$ cat config.mk
export PLATFORM = sky130hd
export DESIGN_NAME = ks_adder_arbiter
export DESIGN_NICKNAME = d
export VERILOG_FILES = /design/src/rtl/ks_adder_arbiter.sv
export SDC_FILE = /design/constraint.sdc
export NUM_CORES = 1
export LEC_CHECK = 0
export CORE_MARGIN = 4
export CORE_UTILIZATION = 40
export CTS_CLUSTER_DIAMETER = 50
export DETAILED_ROUTE_END_ITERATION = 7
export PLACE_DENSITY_LB_ADDON = 0.12
export SYNTH_ARGS = -nofsm -noshare
export SYNTH_HDL_FRONTEND = slang
export SYNTH_SLANG_ARGS = --single-unit
$ cat constraint.sdc
create_clock -name clk -period 5 [get_ports clk]
set_clock_uncertainty 0.2 [all_clocks]
set_input_delay 0.5 -clock clk [delete_from_list [all_inputs] [get_ports clk]]
set_output_delay 0.5 -clock clk [all_outputs]
set_load 0.02 [all_outputs]
$ cat src/rtl/ks_adder_arbiter.sv
// ks_adder_arbiter
// ----------------
// Shares one 32-bit Kogge-Stone adder among NUM_REQ requesters. A round-robin
// arbiter picks one request per cycle. The request goes through two stages:
// an operand register (stage 1), then the combinational adder, then a result
// register (stage 2). Each result carries the index of the requester that owns it.
//
// Optional feature: define KS_ARB_SUB_EN to add the req_sub port.
// A request with sub=1 returns A - B. Bit 32 of that result is the no-borrow flag.
//
// Ports
//   clk        rising-edge clock
//   rst        synchronous reset, active-high
//   req_valid  per-requester request valid
//   req_ready  per-requester accept; one-hot or zero
//   req_in1    operand A; requester i at [32*i+31:32*i]
//   req_in2    operand B, same packing
//   req_c0     per-requester carry-in
//   req_sub    per-requester subtract select (KS_ARB_SUB_EN only)
//   rsp_valid  result valid
//   rsp_ready  consumer accept
//   rsp_out    {carry, sum[31:0]}
//   rsp_id     index of the requester that owns rsp_out
module ks_adder_arbiter #(
    parameter int NUM_REQ = 4,
    parameter int ID_W    = 2
) (
    input  logic                  clk,
    input  logic                  rst,
    input  logic [NUM_REQ-1:0]    req_valid,
    output logic [NUM_REQ-1:0]    req_ready,
    input  logic [32*NUM_REQ-1:0] req_in1,
    input  logic [32*NUM_REQ-1:0] req_in2,
    input  logic [NUM_REQ-1:0]    req_c0,
`ifdef KS_ARB_SUB_EN
    input  logic [NUM_REQ-1:0]    req_sub,
`endif
    output logic                  rsp_valid,
    input  logic                  rsp_ready,
    output logic [32:0]           rsp_out,
    output logic [ID_W-1:0]       rsp_id
);

    logic [31:0]     in1_arr [NUM_REQ];
    logic [31:0]     in2_arr [NUM_REQ];

    logic [ID_W-1:0] rr_ptr_reg, rr_ptr_next;
    logic            s1_valid_reg;
    logic [31:0]     s1_in1_reg, s1_in2_reg;
    logic            s1_c0_reg;
    logic            s1_sub_reg;
    logic [ID_W-1:0] s1_id_reg;
    logic            rsp_valid_reg;
    logic [32:0]     rsp_out_reg;
    logic [ID_W-1:0] rsp_id_reg;

    logic            adv1, adv2;
    logic            grant_any;
    logic [ID_W-1:0] grant_idx;
    logic            sel_sub;
    logic [32:0]     ks_out;

    generate
        for (genvar gi = 0; gi < NUM_REQ; gi++) begin : g_unpack
            assign in1_arr[gi] = req_in1[32*gi +: 32];
            assign in2_arr[gi] = req_in2[32*gi +: 32];
        end
    endgenerate

`ifdef KS_ARB_SUB_EN
    assign sel_sub = |(req_sub & (NUM_REQ'(1) << grant_idx));
`else
    assign sel_sub = 1'b0;
`endif

    // Stage 2 frees up when it is empty or being drained.
    // Stage 1 frees up when it is empty or can move into stage 2.
    assign adv2 = ~rsp_valid_reg | rsp_ready;
    assign adv1 = ~s1_valid_reg | adv2;

    // Round-robin search: the first valid request at or after rr_ptr, wrapping to 0.
    always_comb begin
        int j;
        grant_any = 1'b0;
        grant_idx = '0;
        j         = 0;
        for (int k = 0; k < NUM_REQ; k++) begin
            j = int'(rr_ptr_reg) + k;
            if (j >= NUM_REQ) begin
                j = j - NUM_REQ;
            end
            if (!grant_any && |(req_valid & (NUM_REQ'(1) << j))) begin
                grant_any = 1'b1;
                grant_idx = ID_W'(j);
            end
        end
    end

    // Keep req_ready low during reset so that nothing is accepted and then lost.
    assign req_ready = (adv1 && grant_any && !rst) ? (NUM_REQ'(1) << grant_idx) : '0;

    assign rr_ptr_next = (grant_idx == ID_W'(NUM_REQ - 1)) ? '0 : grant_idx + ID_W'(1);

    // Kogge-Stone prefix adder. The adder reads its operands only from stage 1.
    // The carry-in is merged into the bit-0 generate term, so the prefix output at
    // bit i is the carry out of bit i. Each level combines every bit with the bit
    // 2^lvl positions below it. That is done with whole-vector shifts; the low bits
    // pass through unchanged.
    always_comb begin
        logic [31:0] b_eff, g, p, gg, pp, gn, pn, carries;
        logic        cin;
        b_eff = s1_sub_reg ? ~s1_in2_reg : s1_in2_reg;
        cin   = s1_sub_reg ? 1'b1 : s1_c0_reg;
        g     = s1_in1_reg & b_eff;
        p     = s1_in1_reg ^ b_eff;
        gg    = g;
        gg[0] = g[0] | (p[0] & cin);
        pp    = p;
        for (int lvl = 0; lvl < 5; lvl++) begin
            gn = gg | (pp & (gg << (1 << lvl)));
            pn = pp & ((pp << (1 << lvl)) | ((32'd1 << (1 << lvl)) - 32'd1));
            gg = gn;
            pp = pn;
        end
        carries = {gg[30:0], cin};
        ks_out  = {gg[31], p ^ carries};
    end

    always_ff @(posedge clk) begin
        if (rst) begin
            rr_ptr_reg    <= '0;
            s1_valid_reg  <= 1'b0;
            s1_in1_reg    <= '0;
            s1_in2_reg    <= '0;
            s1_c0_reg     <= 1'b0;
            s1_sub_reg    <= 1'b0;
            s1_id_reg     <= '0;
            rsp_valid_reg <= 1'b0;
            rsp_out_reg   <= '0;
            rsp_id_reg    <= '0;
        end else begin
            if (adv1) begin
                s1_valid_reg <= grant_any;
                if (grant_any) begin
                    s1_in1_reg <= in1_arr[grant_idx];
                    s1_in2_reg <= in2_arr[grant_idx];
                    s1_c0_reg  <= |(req_c0 & (NUM_REQ'(1) << grant_idx));
                    s1_sub_reg <= sel_sub;
                    s1_id_reg  <= grant_idx;
                    rr_ptr_reg <= rr_ptr_next;
                end
            end
            if (adv2) begin
                rsp_valid_reg <= s1_valid_reg;
                rsp_out_reg   <= ks_out;
                rsp_id_reg    <= s1_id_reg;
            end
        end
    end

    assign rsp_valid = rsp_valid_reg;
    assign rsp_out   = rsp_out_reg;
    assign rsp_id    = rsp_id_reg;

endmodule

==> summary.txt <==
STA
  • Final worst slack: around 0.8 ns
  • Setup TNS: 0 ns
  • Final min period: approximately 4.2 ns
  • Slew Limit Fails: 0
  • Relative max-transition margin: between 20% and 30%
  • Final setup viols: 0
  • Achievable Freq: about 0.24 GHz
  • Worst slew pin tran: ~1.1 ns
  • Fin. Hold Viols: 0
  • RSZ-0062 raised after global routing: no
  • Crit share post-route: 84.33%

Run
  • Max-cap viol count: 0

Synth
  • FF+latch count, synth: 106
  • Most used DFF post-synth: dfxtp_1
  • Average size of a mapped cell: between 6 and 7 um2
  • Synth warn: 0
  • Post-synthesis sequential area ratio: between 20% and 30%
  • Share of the synthesized area in the top cell type: approximately 28%
  • Yosys top cell by area: dfxtp_1
  • Syn Nets: approximately 1500
  • Synth top area cells: dfxtp_1, nand2_1, nand3_1, a21oi_1, ha_1
  • Post-synth ARST share: 0%
  • Post-synthesis cell count: between 1000 and 1500
  • Mapped cell area: 0.007498 mm2
  • Netlist cell types: between 50 and 60
  • Post-synth EDFFs: 0

Floorplan
  • Die Width: about 140 um
  • Total die area: ~0.021 mm2
  • Die height: ~140 um
  • Core Region: 0.01821 mm2
  • # rows: around 50
  • Initial Utilization: ~41%
  • I/O pin count: roughly 310

Routing
  • Post-DRT Antenna Nets: 0
  • Routed WL: 27830 um
  • Avg WL per Cell: 17.17 um
  • DRT iter0 DRCs: 610
  • DRC viols: 0
  • DR vias: 8658
  • Drt first pass iters: 5
  • Post-DR vias/cell: between 5 and 6

Power and ir drop
  • Switching share of power: about half
  • Logic pwr share: roughly 70%
  • Internal Pwr Total: 3.676 mW
  • Pwr dens: just under 700 mW/mm2
  • Pleak: between 4 and 5 nW
  • NetSw: 3.780 mW
  • Total power: 7.456 mW
  • VDD IR-drop max: around 550 uV
  • Reg power frac: roughly a fifth
  • Clk pwr share: 11.6%

Worst setup path
  • Cell family with the largest share of critical-path delay: buffers and inverters
  • Crit-path cells: inv_1, ha_1, a22oi_1, nand2_1, nor4_1, nor2_1, o22a_2, inv_2, ha_1, and3_1, clkdlybuf4s50_1
  • Slowest Stage Delay on Critical Path: about 0.6 ns
  • WP data arrival: between 3 and 4 ns
  • Critical Path Most Common Cell: ha_1
  • CP Launch Type: flip-flop
  • Crit-path max FO: 20
  • Crit-path slowest cell: clkdlybuf4s50_1
  • R2R depth: 13
  • Critical path buffer and inverter count: 3
  • Crit Path Class: flip-flop to output port
  • Crit end category: output port
  • Critical path depth: 11
  • Critical Path RT: ~4.3 ns

Placement
  • Pre-CTS setup slack: 1.008 ns
  • GP Congestion: approximately 0.86
  • Inst Count DP: roughly 1600
  • Number of port buffers: around 310
  • Post-DP HPWL: about 21000 um

Clocking
  • Root Buffer: clkbuf_16
  • CTS tree: yes
  • CTS Hold Bufs: 0
  • CTS Buf Count: 9
  • Worst skew pair latency: ~0.35 ns
  • Post-CTS resize count: 0
  • CTS clk-pin slew, worst paths: approximately 0.070 ns
  • Setup bufs post-CTS: 0
  • H-tree Lvls: 3
  • Clk sinks: 106
  • Clk buf depth: 2

GRT
  • Pin count of the biggest net entering global routing: roughly 130
  • First-pass GRT wire length: ~43000 um
  • Number of global-route vias before repair: 7778
  • Initial antenna violation count: 0
  • Grt ovf: 0
  • Overall routing resource usage: 24.97%

Cells and area
  • Ant. Diodes: 0
  • Synth-to-Final Area Change: 46.74%
  • Max reg flops: 33
  • Post-Layout Cell Count: about 1600
  • Commonest non-fill, non-tap cell in the layout: nand2_1
  • Most frequent cells in the layout: nand2_1, clkdlybuf4s50_1, nand3_1
  • Final Util: 60.43%
  • # fillers: 1750
  • Layout cells sized above 1: under 10%
  • Layout Nets: 1696

Run status
  • Status: complete, no violations

Min path
  • Hold Path Class: flip-flop to flip-flop
  • WHS Path Cells: 2
==> synth_stat cells (3+ instances only) <==
library cell  instances
nand2b_1              7
nor4_1                4
buf_2                30
clkbuf_1             43
a221o_1               3
dfxtp_1             106
a22oi_1              11
nor3_1               10
o21a_1                5
o21bai_1              4
xnor2_1              15
nand4_1              10
xor2_1                4
buf_1                11
ha_1                 40
o211ai_1              5
nand3_1             207
a211oi_1             12
a21o_1               10
inv_1                13
nor2_1               30
and2_1                5
a21oi_1             109
and3_1                9
o21ai_0              24
or4_1                 3
nand2_1             374
==> per-layer routing <==
metal	track usage (%)	wire length, um	part of all wire, %	up-vias
met5	0	0	0	-
li1	-	-	-	4443
met4	5.416	386	1.4	0
met3	3.742	1641	5.9	22
met2	41.24	13090	47	274
met1	34.79	12710	46	3919
==> area by class of cell <==
type                            count  area, um2  area share (%)
Timing Repair Buffer              316       3161           28.72
Clock buffer                        9      225.2           2.047
Tap cell                          229      286.5           2.604
Multi-Input combinational cell    941       5016           45.59
Inverter                           13      51.30          0.4662
Sequential cell                   106       2122           19.29
Clock inverter                      7      141.4           1.285
==> power by group through the flow <==
| stage | Combinational (mW) | Clock, mW | Sequential [mW] |
|---|---|---|---|
| after floorplan | 3.41 | 0 | 1.54 |
| after global placement | 5.07 | 0 | 1.45 |
| after detailed placement | 5.12 | 0 | 1.46 |
| after CTS | 5.15 | 0.873 | 1.44 |
| after global routing | 5.73 | 0.907 | 1.49 |
| final | 5.15 | 0.863 | 1.44 |
==> metrics by stage <==
step | hold slack [ns] | cell area [um2]
after floorplan | 0.2332 | 7498
after global placement | 0.2375 | 10640
after detailed placement | 0.2487 | 10640
after CTS | 0.2571 | 11000
after global routing | 0.2638 | 11000
final | 0.2529 | 11000
==> worst register-to-register path, cell delays in order (launching register included) <==
cell and delay (ns):
dfxtp_1 0.45, inv_1 0.14, ha_1 0.26, a22oi_1 0.19
nand2_1 0.17, a21oi_1 0.28, o2bb2ai_4 0.17, inv_4 0.09
buf_4 0.51, buf_4 0.68, nand2_1 0.18, nand3_1 0.13
nand3_1 0.14, a21oi_1 0.18
==> kinds of logic after synthesis <==
kind of cell	count (synthesis)	synth area share (%)
fa+ha+maj	42	7.208
compound gates	211	17.89
buf+inv	97	5.356
flops	106	28.30
mux	2	0.2670
xor+xnor	19	2.219
simple gates	667	38.76
==> worst paths after layout <==
path                                        to           from  slack [ns]
worst max-delay path              req_ready[3]  rr_ptr_reg[0]        0.78
worst min-delay path               rsp_out[14]    rsp_out[14]        0.25
worst max register to register  s1_in2_reg[27]  rr_ptr_reg[0]        1.17
worst min register to register     rsp_out[14]    rsp_out[14]        0.25
Power figures use the tool's default switching activity.
